### src/rtl/ram_load_arbiter.sv
// Arbitrates the program RAM load port between a host loader and the CPU core.
// Sequences load, settle, run and halt, and drives the core's active-low reset.
module ram_load_arbiter #(
  parameter int unsigned ADDR_W        = 4,
  parameter int unsigned DATA_W        = 8,
  parameter int unsigned SETTLE_CYCLES = 2,
  parameter int unsigned MAX_RUN       = 0
) (
  input  logic              clk,
  input  logic              reset,
  input  logic              host_req,
  input  logic [ADDR_W-1:0] host_addr,
  input  logic [DATA_W-1:0] host_data,
  input  logic              host_last,
  input  logic              start,
  input  logic              cpu_hlt,
  output logic              host_ack,
  output logic              input_mode,
  output logic [ADDR_W-1:0] input_address,
  output logic [DATA_W-1:0] input_program,
  output logic              cpu_reset,
  output logic              busy,
  output logic [4:0]        bytes_loaded,
  output logic              run_done,
  output logic              timeout
);

  localparam logic [2:0] StIdle   = 3'd0;
  localparam logic [2:0] StLoad   = 3'd1;
  localparam logic [2:0] StSettle = 3'd2;
  localparam logic [2:0] StRun    = 3'd3;
  localparam logic [2:0] StHalted = 3'd4;

  localparam logic [3:0]  SettleLast = 4'(SETTLE_CYCLES - 1);
  localparam logic [15:0] MaxRun     = 16'(MAX_RUN);
  localparam bit          WdEn       = (MAX_RUN != 0);

  logic [2:0]        state_q, state_d;
  logic              armed_q, armed_d;
  logic              last_q, last_d;
  logic [3:0]        settle_q, settle_d;
  logic [15:0]       wd_q, wd_d, wd_inc;
  logic              host_ack_q, host_ack_d;
  logic              input_mode_q, input_mode_d;
  logic [ADDR_W-1:0] addr_q, addr_d;
  logic [DATA_W-1:0] data_q, data_d;
  logic              cpu_reset_q, cpu_reset_d;
  logic              busy_q, busy_d;
  logic [4:0]        bytes_q, bytes_d;
  logic              run_done_q, run_done_d;
  logic              timeout_q, timeout_d;

  assign wd_inc = wd_q + 16'd1;

  always_comb begin
    state_d      = state_q;
    armed_d      = armed_q;
    last_d       = last_q;
    settle_d     = settle_q;
    wd_d         = wd_q;
    host_ack_d   = 1'b0;
    input_mode_d = 1'b0;
    addr_d       = addr_q;
    data_d       = data_q;
    cpu_reset_d  = cpu_reset_q;
    bytes_d      = bytes_q;
    run_done_d   = run_done_q;
    timeout_d    = timeout_q;

    case (state_q)
      StIdle, StHalted: begin
        if (host_req) begin
          state_d     = StLoad;
          cpu_reset_d = 1'b0;
          run_done_d  = 1'b0;
          timeout_d   = 1'b0;
          bytes_d     = 5'd0;
          armed_d     = 1'b1;
          last_d      = 1'b0;
        end else if (start) begin
          state_d     = StSettle;
          settle_d    = 4'd0;
          cpu_reset_d = 1'b0;
          run_done_d  = 1'b0;
          timeout_d   = 1'b0;
          wd_d        = 16'd0;
        end
      end
      StLoad: begin
        if (host_ack_q && last_q) begin
          state_d     = StSettle;
          settle_d    = 4'd0;
          cpu_reset_d = 1'b0;
          run_done_d  = 1'b0;
          timeout_d   = 1'b0;
          wd_d        = 16'd0;
        end else if (host_req && !host_ack_q && armed_q) begin
          addr_d       = host_addr;
          data_d       = host_data;
          input_mode_d = 1'b1;
          host_ack_d   = 1'b1;
          armed_d      = 1'b0;
          last_d       = host_last;
          if (bytes_q != 5'd16) bytes_d = bytes_q + 5'd1;
        end else if (!host_req) begin
          // Re-arm only once req drops so a held req writes exactly once.
          armed_d = 1'b1;
        end
      end
      StSettle: begin
        if (settle_q == SettleLast) begin
          state_d     = StRun;
          cpu_reset_d = 1'b1;
          wd_d        = 16'd0;
        end else begin
          settle_d = settle_q + 4'd1;
        end
      end
      StRun: begin
        wd_d = wd_inc;
        if (cpu_hlt) begin
          state_d    = StHalted;
          run_done_d = 1'b1;
        end else if (WdEn && (wd_inc == MaxRun)) begin
          state_d     = StHalted;
          timeout_d   = 1'b1;
          cpu_reset_d = 1'b0;
        end
      end
      default: state_d = StIdle;
    endcase

    busy_d = (state_d == StLoad) || (state_d == StSettle);
  end

  always_ff @(posedge clk) begin
    if (!reset) begin
      state_q      <= StIdle;
      armed_q      <= 1'b0;
      last_q       <= 1'b0;
      settle_q     <= 4'd0;
      wd_q         <= 16'd0;
      host_ack_q   <= 1'b0;
      input_mode_q <= 1'b0;
      addr_q       <= '0;
      data_q       <= '0;
      cpu_reset_q  <= 1'b0;
      busy_q       <= 1'b0;
      bytes_q      <= 5'd0;
      run_done_q   <= 1'b0;
      timeout_q    <= 1'b0;
    end else begin
      state_q      <= state_d;
      armed_q      <= armed_d;
      last_q       <= last_d;
      settle_q     <= settle_d;
      wd_q         <= wd_d;
      host_ack_q   <= host_ack_d;
      input_mode_q <= input_mode_d;
      addr_q       <= addr_d;
      data_q       <= data_d;
      cpu_reset_q  <= cpu_reset_d;
      busy_q       <= busy_d;
      bytes_q      <= bytes_d;
      run_done_q   <= run_done_d;
      timeout_q    <= timeout_d;
    end
  end

  assign host_ack      = host_ack_q;
  assign input_mode    = input_mode_q;
  assign input_address = addr_q;
  assign input_program = data_q;
  assign cpu_reset     = cpu_reset_q;
  assign busy          = busy_q;
  assign bytes_loaded  = bytes_q;
  assign run_done      = run_done_q;
  assign timeout       = timeout_q;

endmodule

### config.mk
export PLATFORM = sky130hd
export DESIGN_NAME = ram_load_arbiter
export DESIGN_NICKNAME = d
export VERILOG_FILES = /design/src/rtl/ram_load_arbiter.sv
export SDC_FILE = /design/constraint.sdc
export NUM_CORES = 1
export LEC_CHECK = 0
export BUFFER_PORTS_ARGS = -buffer_cell sky130_fd_sc_hd__buf_2
export CAP_MARGIN = 5
export CORE_MARGIN = 3
export CORE_UTILIZATION = 51
export CTS_BUF_LIST = sky130_fd_sc_hd__clkbuf_16
export CTS_CLUSTER_DIAMETER = 50
export DETAILED_ROUTE_END_ITERATION = 6
export HOLD_SLACK_MARGIN = 0.03
export PLACE_DENSITY_LB_ADDON = 0.08
export SLEW_MARGIN = 40
export SYNTH_ARGS = -nofsm -noshare
export SYNTH_HDL_FRONTEND = slang
export SYNTH_SLANG_ARGS = --single-unit
### constraint.sdc
create_clock -name clk -period 1.6 [get_ports clk]
set_input_delay 0.24 -clock clk [delete_from_list [all_inputs] [get_ports clk]]
set_output_delay 0.24 -clock clk [all_outputs]
set_load 0.005 [all_outputs]
Word-level counts from Yosys, hierarchy flattened:

Cells that the tools add are included.

* reductions and logical operators: 19
* equal/unequal tests: 20
* bitwise logic cells: 3
* multiplexer cells: 34
* add/sub/neg operators: 2

Operator list (number)
* $mux W5: 4
* $ne A2 B2 Y1 const B: 10
* $mux W4: 4
* $reduce_and A4 Y1: 4
* $mux W3: 5
* $mux W1: 13
* $pmux W3 S4: 1
* $pmux W4 S3: 1
* $pmux W5 S2: 1
* $reduce_and A5 Y1: 2
* $eq A3 B2 Y1 const B: 3
* $eq A3 B1 Y1 const B: 2
* $ne A3 B3 Y1 const B: 2
* $pmux W1 S2: 3
* $pmux W1 S3: 2
* $reduce_and A3 Y1: 2
* $reduce_bool A3 Y1: 2
* $add A5 B1 Y5 const B: 1
* $ne A5 B5 Y1 const B: 1
* $add A4 B1 Y4 const B: 1
* $eq A4 B1 Y1 const B: 1
* $eq A3 B3 Y1 const B: 1
* $logic_and A1 B1 Y1: 3
* $logic_not A3 Y1: 1
* 6 further kinds: 8

* output and inout bits: 23
* logic and storage cells: 90
* register bits after elaboration: 31
* input bits: 18

Longest topological paths before layout:

Gate-level depths: netlist (run 1).

* word-level depth: 6
* gate-level depth with buffers: 7
* gate-level depth less buffers: 6

Worst setup path after synthesis (run 1):

No wires, ideal clock.

* kind: flip-flop to flip-flop
* start: register bytes_q[0] (netlist: bytes_loaded[0])
* end: register bytes_q[0] (netlist: bytes_loaded[0])
* clock period less this slack: 1.437 ns
* slack: 0.163 ns
* arrival time: 1.366 ns
* buffers on the path: 0
* stages on the path, launching flop included: 7
* data required time: 1.530 ns
* setup time: 0.070 ns
* cells stage by stage: dfxtp_1 -> inv_1 -> ha_1 -> or4bb_1 -> a21boi_1 -> o31ai_1 -> a21oi_1

* longest elaborated chain between the ends: 5
* elaborated cells on any way between the ends: 8
* those cells by class: add/sub: 1; eq/ne: 2; mux: 4; reduce/logical: 1

RTL lines
* start: declaration: RTL line 49 `logic [4:0] bytes_q, bytes_d;`
* start signal: assignment: RTL line 164 `bytes_q <= bytes_d;`
* $add A5 B1 Y5: RTL line 104 `if (bytes_q != 5'd16) bytes_d = bytes_q + 5'd1;`
* $mux W5: RTL line 104
* $mux W5: RTL line 97 `end else if (host_req && !host_ack_q && armed_q) begin`
* $mux W5: RTL line 90 `if (host_ack_q && last_q) begin`
* $pmux W5 S2: RTL line 70 `case (state_q)`

Parallel ways exist; a longest one is shown, timed or not. The select of a mux whose other input is x is not followed.
A chain may end at the register's enable or synchronous reset.

Worst setup path in the final report (run 1):

* start: register bytes_q[0] (netlist: bytes_loaded[0])
* end: register bytes_q[1] (netlist: bytes_loaded[1])

Same word-level chain as after synthesis.

==> results of run 1 <==
## kinds of logic after synthesis
| family | share of synthesized area (%) |
|---|---|
| AO/OA/AOI/OAI | 16.9 |
| multiplexers | 2.02 |
| adder cells (fa/ha/maj) | 3.37 |
| buffers and inverters | 6.40 |
| AND/OR/NAND/NOR | 30.6 |
| flip-flops | 40.4 |
| other | 0.252 |
## worst paths after layout
path / cells past startpoint / end / start / slack [ps]
worst max-delay path: 6 / bytes_loaded[1]$_SDFFE_PN0P_ / bytes_loaded[0]$_SDFFE_PN0P_ / 70
worst max register to register: 6 / bytes_loaded[1]$_SDFFE_PN0P_ / bytes_loaded[0]$_SDFFE_PN0P_ / 70
worst min register to register: 2 / input_address[2]$_SDFFE_PN0P_ / input_address[2]$_SDFFE_PN0P_ / 450
worst min-delay path: 3 / input_address[0]$_SDFFE_PN0P_ / host_addr[0] / 200
## synth_stat cells
cell type   n  area, um2
nand2_1    39        146
dfxtp_1    30        601
a21oi_1    18       90.1
nor2_1      9       33.8
nand3_1     8       40.0
buf_2       7       35.0
inv_1       6       22.5
ha_1        4       50.1
nand3b_1    4       30.0
nand4_1     4       25.0
or3_1       4       25.0
a31oi_1     3       18.8
clkbuf_1    3       11.3
mux2i_1     3       30.0
o211ai_1    3       22.5
o22ai_1     3       18.8
and2_1      2       12.5
and3_1      2       12.5
and3b_1     2       17.5
buf_4       2       15.0
nand2b_1    2       12.5
o21ai_0     2       10.0
o31ai_1     2       15.0
a211o_1     1       8.76
a21boi_1    1       7.51
a21o_1      1       7.51
a21oi_2     1       8.76
a221oi_1    1       8.76
a222oi_1    1       10.0
a22o_1      1       8.76
a22oi_1     1       7.51
and2b_1     1       7.51
and4bb_2    1       12.5
buf_6       1       11.3
conb_1      1       3.75
nor2b_1     1       6.26
nor3_1      1       5.00
nor3b_1     1       7.51
nor3b_2     1       12.5
nor3b_4     1       18.8
o32ai_1     1       8.76
or2_2       1       6.26
or3b_4      1       11.3
or4bb_1     1       11.3
## area by class of cell
cell class | instances | area, um2
timing repair buffer | 47 | 255
clock inverter | 2 | 33.8
fill | 215 | 722
tap | 30 | 37.5
clock buffer | 5 | 125
sequential | 30 | 604
inverter | 6 | 22.5
multi-input combinational | 134 | 812
## worst max-delay path: cells and delay by family (launching register included)
kind / cells / cell delay, ps
compound gates: 3 / 390
fa+ha+maj: 1 / 170
buf+inv: 1 / 80
flops: 1 / 340
simple gates: 1 / 500
## state kept, by name, summed over array words and instances (netlist names)
register,flops
armed_q,1
busy,1
bytes_loaded,5
cpu_reset,1
input_address,4
input_mode,1
input_program,8
last_q,1
run_done,1
settle_q,4
state_q,3
## cells in the final DEF (no fill, tap or decap), types with 2 or more instances in the layout
master / count
mux2i_1: 3
o22ai_1: 3
and3b_1: 2
nor2_1: 8
buf_2: 39
dfxtp_1: 27
clkbuf_16: 5
o21ai_0: 2
inv_1: 6
a21oi_1: 18
or3_1: 4
a31oi_1: 2
nand3b_1: 4
buf_4: 8
nand2b_1: 2
nand2_1: 39
ha_1: 4
and3_1: 2
nand4_1: 4
nor3b_2: 2
o211ai_1: 3
dfxtp_2: 3
o31ai_1: 2
nand3_1: 8
## power by group through the flow
stage                     sequential [mW]  combinational (mW)  clock [mW]
after global routing                0.799               0.270        1.08
after global placement              0.806               0.228           0
final                               0.795               0.243        1.03
after floorplan                     0.798               0.163           0
after CTS                           0.793               0.236        1.04
after detailed placement            0.807               0.234           0
## metal layers
| layer | wire length [um] | share of wire, % | vias up | global-route usage (%) |
|---|---|---|---|---|
| li1 | - | - | 722 | - |
| met1 | 1590 | 44 | 671 | 26.3 |
| met2 | 1810 | 50 | 35 | 36.3 |
| met3 | 169 | 4.7 | 6 | 5.40 |
| met4 | 53 | 1.5 | 0 | 11.7 |
| met5 | 0 | 0 | - | 0 |
## stage by stage
step / setup slack (ps) / utilization (%) / setup TNS [ps] / area, um2 / total power, mW
floorplan: 163 / - / 0 / 1490 / 0.961
global placement: -35.8 / 65.3 / -126 / 1710 / 1.03
detailed placement: -54.5 / 65.3 / -194 / 1710 / 1.04
CTS: 9.80 / 71.5 / 0 / 1870 / 2.07
global route: -41.6 / 72.4 / -76.4 / 1890 / 2.15
finish: 66.1 / 72.4 / 0 / 1890 / 2.07
## timing repair
| item | CTS | global route |
|---|---|---|
| endpoints found under the hold margin | 0 | 0 |
| gates cloned | 0 | 0 |
| hold buffers | 0 | 0 |
| pin swaps | 0 | 2 |
| gates resized for setup | 2 | 7 |
| endpoints found under the setup margin | 5 | 9 |
==> run_results.csv, run 1 <==
group,metric,value,unit
outcome,outcome,"completed",
routing,drcViolationCount,0,
cells_and_area,nets,246,
clocking,cts_made_buffers,5,
power_and_ir_drop,max-vdd-ir-drop,1.11,mV
worst_setup_path,critPathLaunchType,"flop",
routing,viasPerCell,5.65,
worst_setup_path,cp_max_fo,5,
logic_synthesis,syn_area,1490,um2
clocking,cts_tree,"built",
floorplanning,start_util,56.8,%
clocking,clk_latency,280,ps
timing,slew_viol_final,0,
job,drv_cap,0,
timing,whs,204,ps
routing,route.vias.total,1434,
floorplanning,coreArea,2610,um2
worst_setup_path,crit_type,"reg -> reg",
floorplanning,fp.dieW,60.0,um
floorplanning,dieArea,3600,um2
global_route,grt_pass1_vias,1328,
cells_and_area,final_layout_size_suffix_gt1_share,30.4,%
global_route,grt_max_degree,21,
power_and_ir_drop,p_sw,0.464,mW
global_route,grt_pass1_wl,5.88,mm
place,place_inst,247,
cells_and_area,final_cell_count_no_fill,254,
clocking,cts_num_sinks,30,
global_route,antenna_found_initial,0,
worst_setup_path,required,1800,ps
timing,finalCritPeriodShare,95.9,%
power_and_ir_drop,seqPwrFrac,38.5,%
routing,wl_per_cell,14.3,um
power_and_ir_drop,power.internal,1.60,mW
clocking,cts_root_buffer,"clkbuf_16",
logic_synthesis,seq_area_frac_synth,40.4,%
clocking,htree_levels,2,
routing,drt_pre_antenna_iters,4,
logic_synthesis,synthesis.instances,183,
floorplanning,rows,18,
worst_hold_path,hold_path_class,"in -> reg",
place,dp_hpwl,2.48,mm
floorplanning,num_io_pins,41,
logic_synthesis,yosysWarnings,0,
power_and_ir_drop,clockPowerShare,49.8,%
timing,setup_viol,0,
logic_synthesis,synth-seq-cells,30,
place,globalplace.congestion,0.842,
worst_setup_path,cp.arrival,1740,ps
timing,min_period,1530,ps
cells_and_area,syn_to_final_growth,27.3,%
power_and_ir_drop,swShare,22.4,%
worst_setup_path,path_cells,"inv_1, ha_1, or4bb_4, a21boi_2, o31ai_1, a21oi_1",
timing,hold_viol,0,
clocking,path_clk_slew,50,ps
logic_synthesis,syn_area_per_cell,8.12,um2
global_route,grtUsageTotal,22.1,%
place,numPortBuffers,39,
global_route,gr-total-overflow,0,
worst_setup_path,slowest_delay,500,ps
logic_synthesis,ys_types,44,
logic_synthesis,syn-num-nets,205,
routing,drt-total-wl,3.63,mm
clocking,post-cts-setup-buffers,0,
floorplanning,chipHeight,60.0,um
clocking,clk_path_buf_depth,2,
routing,drt_iter0_drc,105,
worst_setup_path,slowest_stage,"or4bb_4",
cells_and_area,antenna_cells,0,
timing,clock_skew,5.29,ps
timing,fmax,652,MHz
worst_setup_path,cp-end-kind,"flop",
power_and_ir_drop,leakage,0.829,nW
power_and_ir_drop,cellPowerDensity,1090,nW/um2
power_and_ir_drop,pwr-share-comb,11.8,%
routing,antenna_left,0,
No activity file was read; power rests on OpenSTA's default activity.
==> run 2, diff against run 1 <==
CORE_ASPECT_RATIO = 0.8   (was not set)
==> run_results.csv, run 2 (synthesis gave the netlist of run 1 again) <==
group,metric,value,unit
cells_and_area,syn_to_final_growth,28.4,%
place,dp_hpwl,2.43,mm
worst_setup_path,setup.worst_path.start,"bytes_loaded[1]$_SDFFE_PN0P_",
routing,wl_per_cell,12.8,um
global_route,antenna_found_initial,0,
cells_and_area,nets,250,
power_and_ir_drop,swShare,23.1,%
clocking,clk_latency,270,ps
power_and_ir_drop,power.internal,1.44,mW
global_route,grtUsageTotal,20.5,%
cells_and_area,final_cell_mix,"nand2_1, buf_2, dfxtp_1",
clocking,clk_path_buf_depth,2,
place,globalplace.congestion,0.775,
worst_setup_path,required,1800,ps
floorplanning,num_io_pins,41,
routing,drt_pre_antenna_iters,4,
worst_setup_path,cp_max_fo,5,
power_and_ir_drop,seqPwrFrac,42.4,%
worst_setup_path,r2r_start,"bytes_loaded[1]$_SDFFE_PN0P_",
floorplanning,fp.dieW,66.3,um
timing,min_period,1490,ps
floorplanning,start_util,57.1,%
timing,whs,211,ps
global_route,grt_pass1_vias,1259,
worst_setup_path,crit_end,"bytes_loaded[1]$_SDFFE_PN0P_",
cells_and_area,antenna_cells,0,
global_route,gr-total-overflow,0,
floorplanning,chipHeight,54.3,um
power_and_ir_drop,pwr-share-comb,13.3,%
routing,wl_met2,1.64,mm
job,drv_cap,0,
timing,slew_viol_final,0,
routing,drcViolationCount,0,
routing,antenna_left,0,
timing,rsz0062_at_grt,"false",
cells_and_area,fillerInstances,200,
cells_and_area,largest_reg_flops,8,
timing,hold_viol,0,
routing,viasPerCell,5.44,
power_and_ir_drop,cellPowerDensity,985,nW/um2
worst_setup_path,r2r-end,"bytes_loaded[1]$_SDFFE_PN0P_",
worst_setup_path,cp.arrival,1690,ps
timing,clock_skew,5.15,ps
timing,fmax,671,MHz
routing,wl_met3,197,um
clocking,path_clk_slew,50,ps
worst_hold_path,min-delay-start,"host_addr[0]",
cells_and_area,multi_input_area,805,um2
routing,wl_met1,1.54,mm
clocking,cts_tree,"built",
global_route,grt_max_degree,20,
timing,finalCritPeriodShare,93.2,%
power_and_ir_drop,p_sw,0.434,mW
worst_setup_path,ff2ff_path_depth,6,
worst_setup_path,critPathLaunchType,"flop",
floorplanning,coreArea,2600,um2
clocking,cts_num_sinks,30,
worst_setup_path,crit_type,"reg -> reg",
clocking,cts_root_buffer,"clkbuf_16",
power_and_ir_drop,leakage,0.847,nW
timing,final.setup.tns,0,ps
outcome,outcome,"completed",
worst_setup_path,reg2reg_slack,110,ps
worst_setup_path,cp-end-kind,"flop",
clocking,htree_levels,2,
routing,route.vias.total,1437,
timing,setup_viol,0,
floorplanning,rows,16,
cells_and_area,final_layout_size_suffix_gt1_share,30.3,%
place,numPortBuffers,39,
cells_and_area,seq_area,604,um2
power_and_ir_drop,clockPowerShare,44.4,%
power_and_ir_drop,max-vdd-ir-drop,0.827,mV
routing,drt_iter0_drc,76,
global_route,grt_pass1_wl,5.55,mm
routing,highest_layer,"met4",
worst_hold_path,hold_path_class,"in -> reg",
floorplanning,dieArea,3600,um2
clocking,holdBufCountCts,0,
clocking,cts_made_buffers,5,
routing,drt-total-wl,3.39,mm
-- run 2: how the worst min path moves through the flow --
| stage | end | slack, ps | depth (start not counted) |
|---|---|---|---|
| finish | input_address[0]$_SDFFE_PN0P_ | 210 | 3 |
| detailed placement | input_program[2]$_SDFFE_PN0P_ | 440 | 2 |
| floorplan | input_address[0]$_SDFFE_PN0P_ | 380 | 2 |
| global placement | input_address[2]$_SDFFE_PN0P_ | 440 | 2 |
| global route | input_address[2]$_SDFFE_PN0P_ | 210 | 3 |
| CTS | input_program[0]$_SDFFE_PN0P_ | 210 | 3 |
-- run 2: cell type report --
cell class	count	area share, %
inverter	6	1.18
clock buffer	5	6.56
sequential	30	31.7
multi-input combinational	134	42.2
clock inverter	2	0.394
timing repair buffer	51	15.6
tap	36	2.36
-- run 2: what timing repair did --
item	CTS	global route
gates resized for setup	0	7
setup buffers	0	2
setup endpoints to repair	0	21
-- run 2: power groups by stage --
stage          logic (mW)  clock network (mW)  registers, mW
3_5_place_dp        0.233                   0          0.807
3_3_place_gp        0.226                   0          0.806
2_1_floorplan       0.163                   0          0.798
6_report            0.249               0.833          0.795
4_1_cts             0.236               0.852          0.793
5_1_grt             0.272               0.888          0.797
-- run 2: per-layer routing --
metal	GRT usage, %	up-vias
met2	32.8	42
met4	8.11	0
met5	0	-
li1	-	731
met1	26.3	660
met3	5.75	4
-- run 2: critical path, cell delays in order, from the launching register on --
cell and delay (ps):
dfxtp_1 340, inv_1 70, ha_1 130, or4bb_4 490
a21boi_2 180, o31ai_1 80, a21oi_1 140
-- run 2: stage by stage --
stage / instances / setup slack [ps] / utilization, % / total power [mW] / instance area (um2)
finish: 264 / 110 / 73.3 / 1.88 / 1910
floorplan: 183 / 163 / - / 0.961 / 1490
CTS: 262 / 43.5 / 72.0 / 1.88 / 1870
global placement: 255 / 108 / 66.9 / 1.03 / 1740
detailed placement: 255 / 64.0 / 66.9 / 1.04 / 1740
global route: 264 / 14.4 / 73.3 / 1.96 / 1910
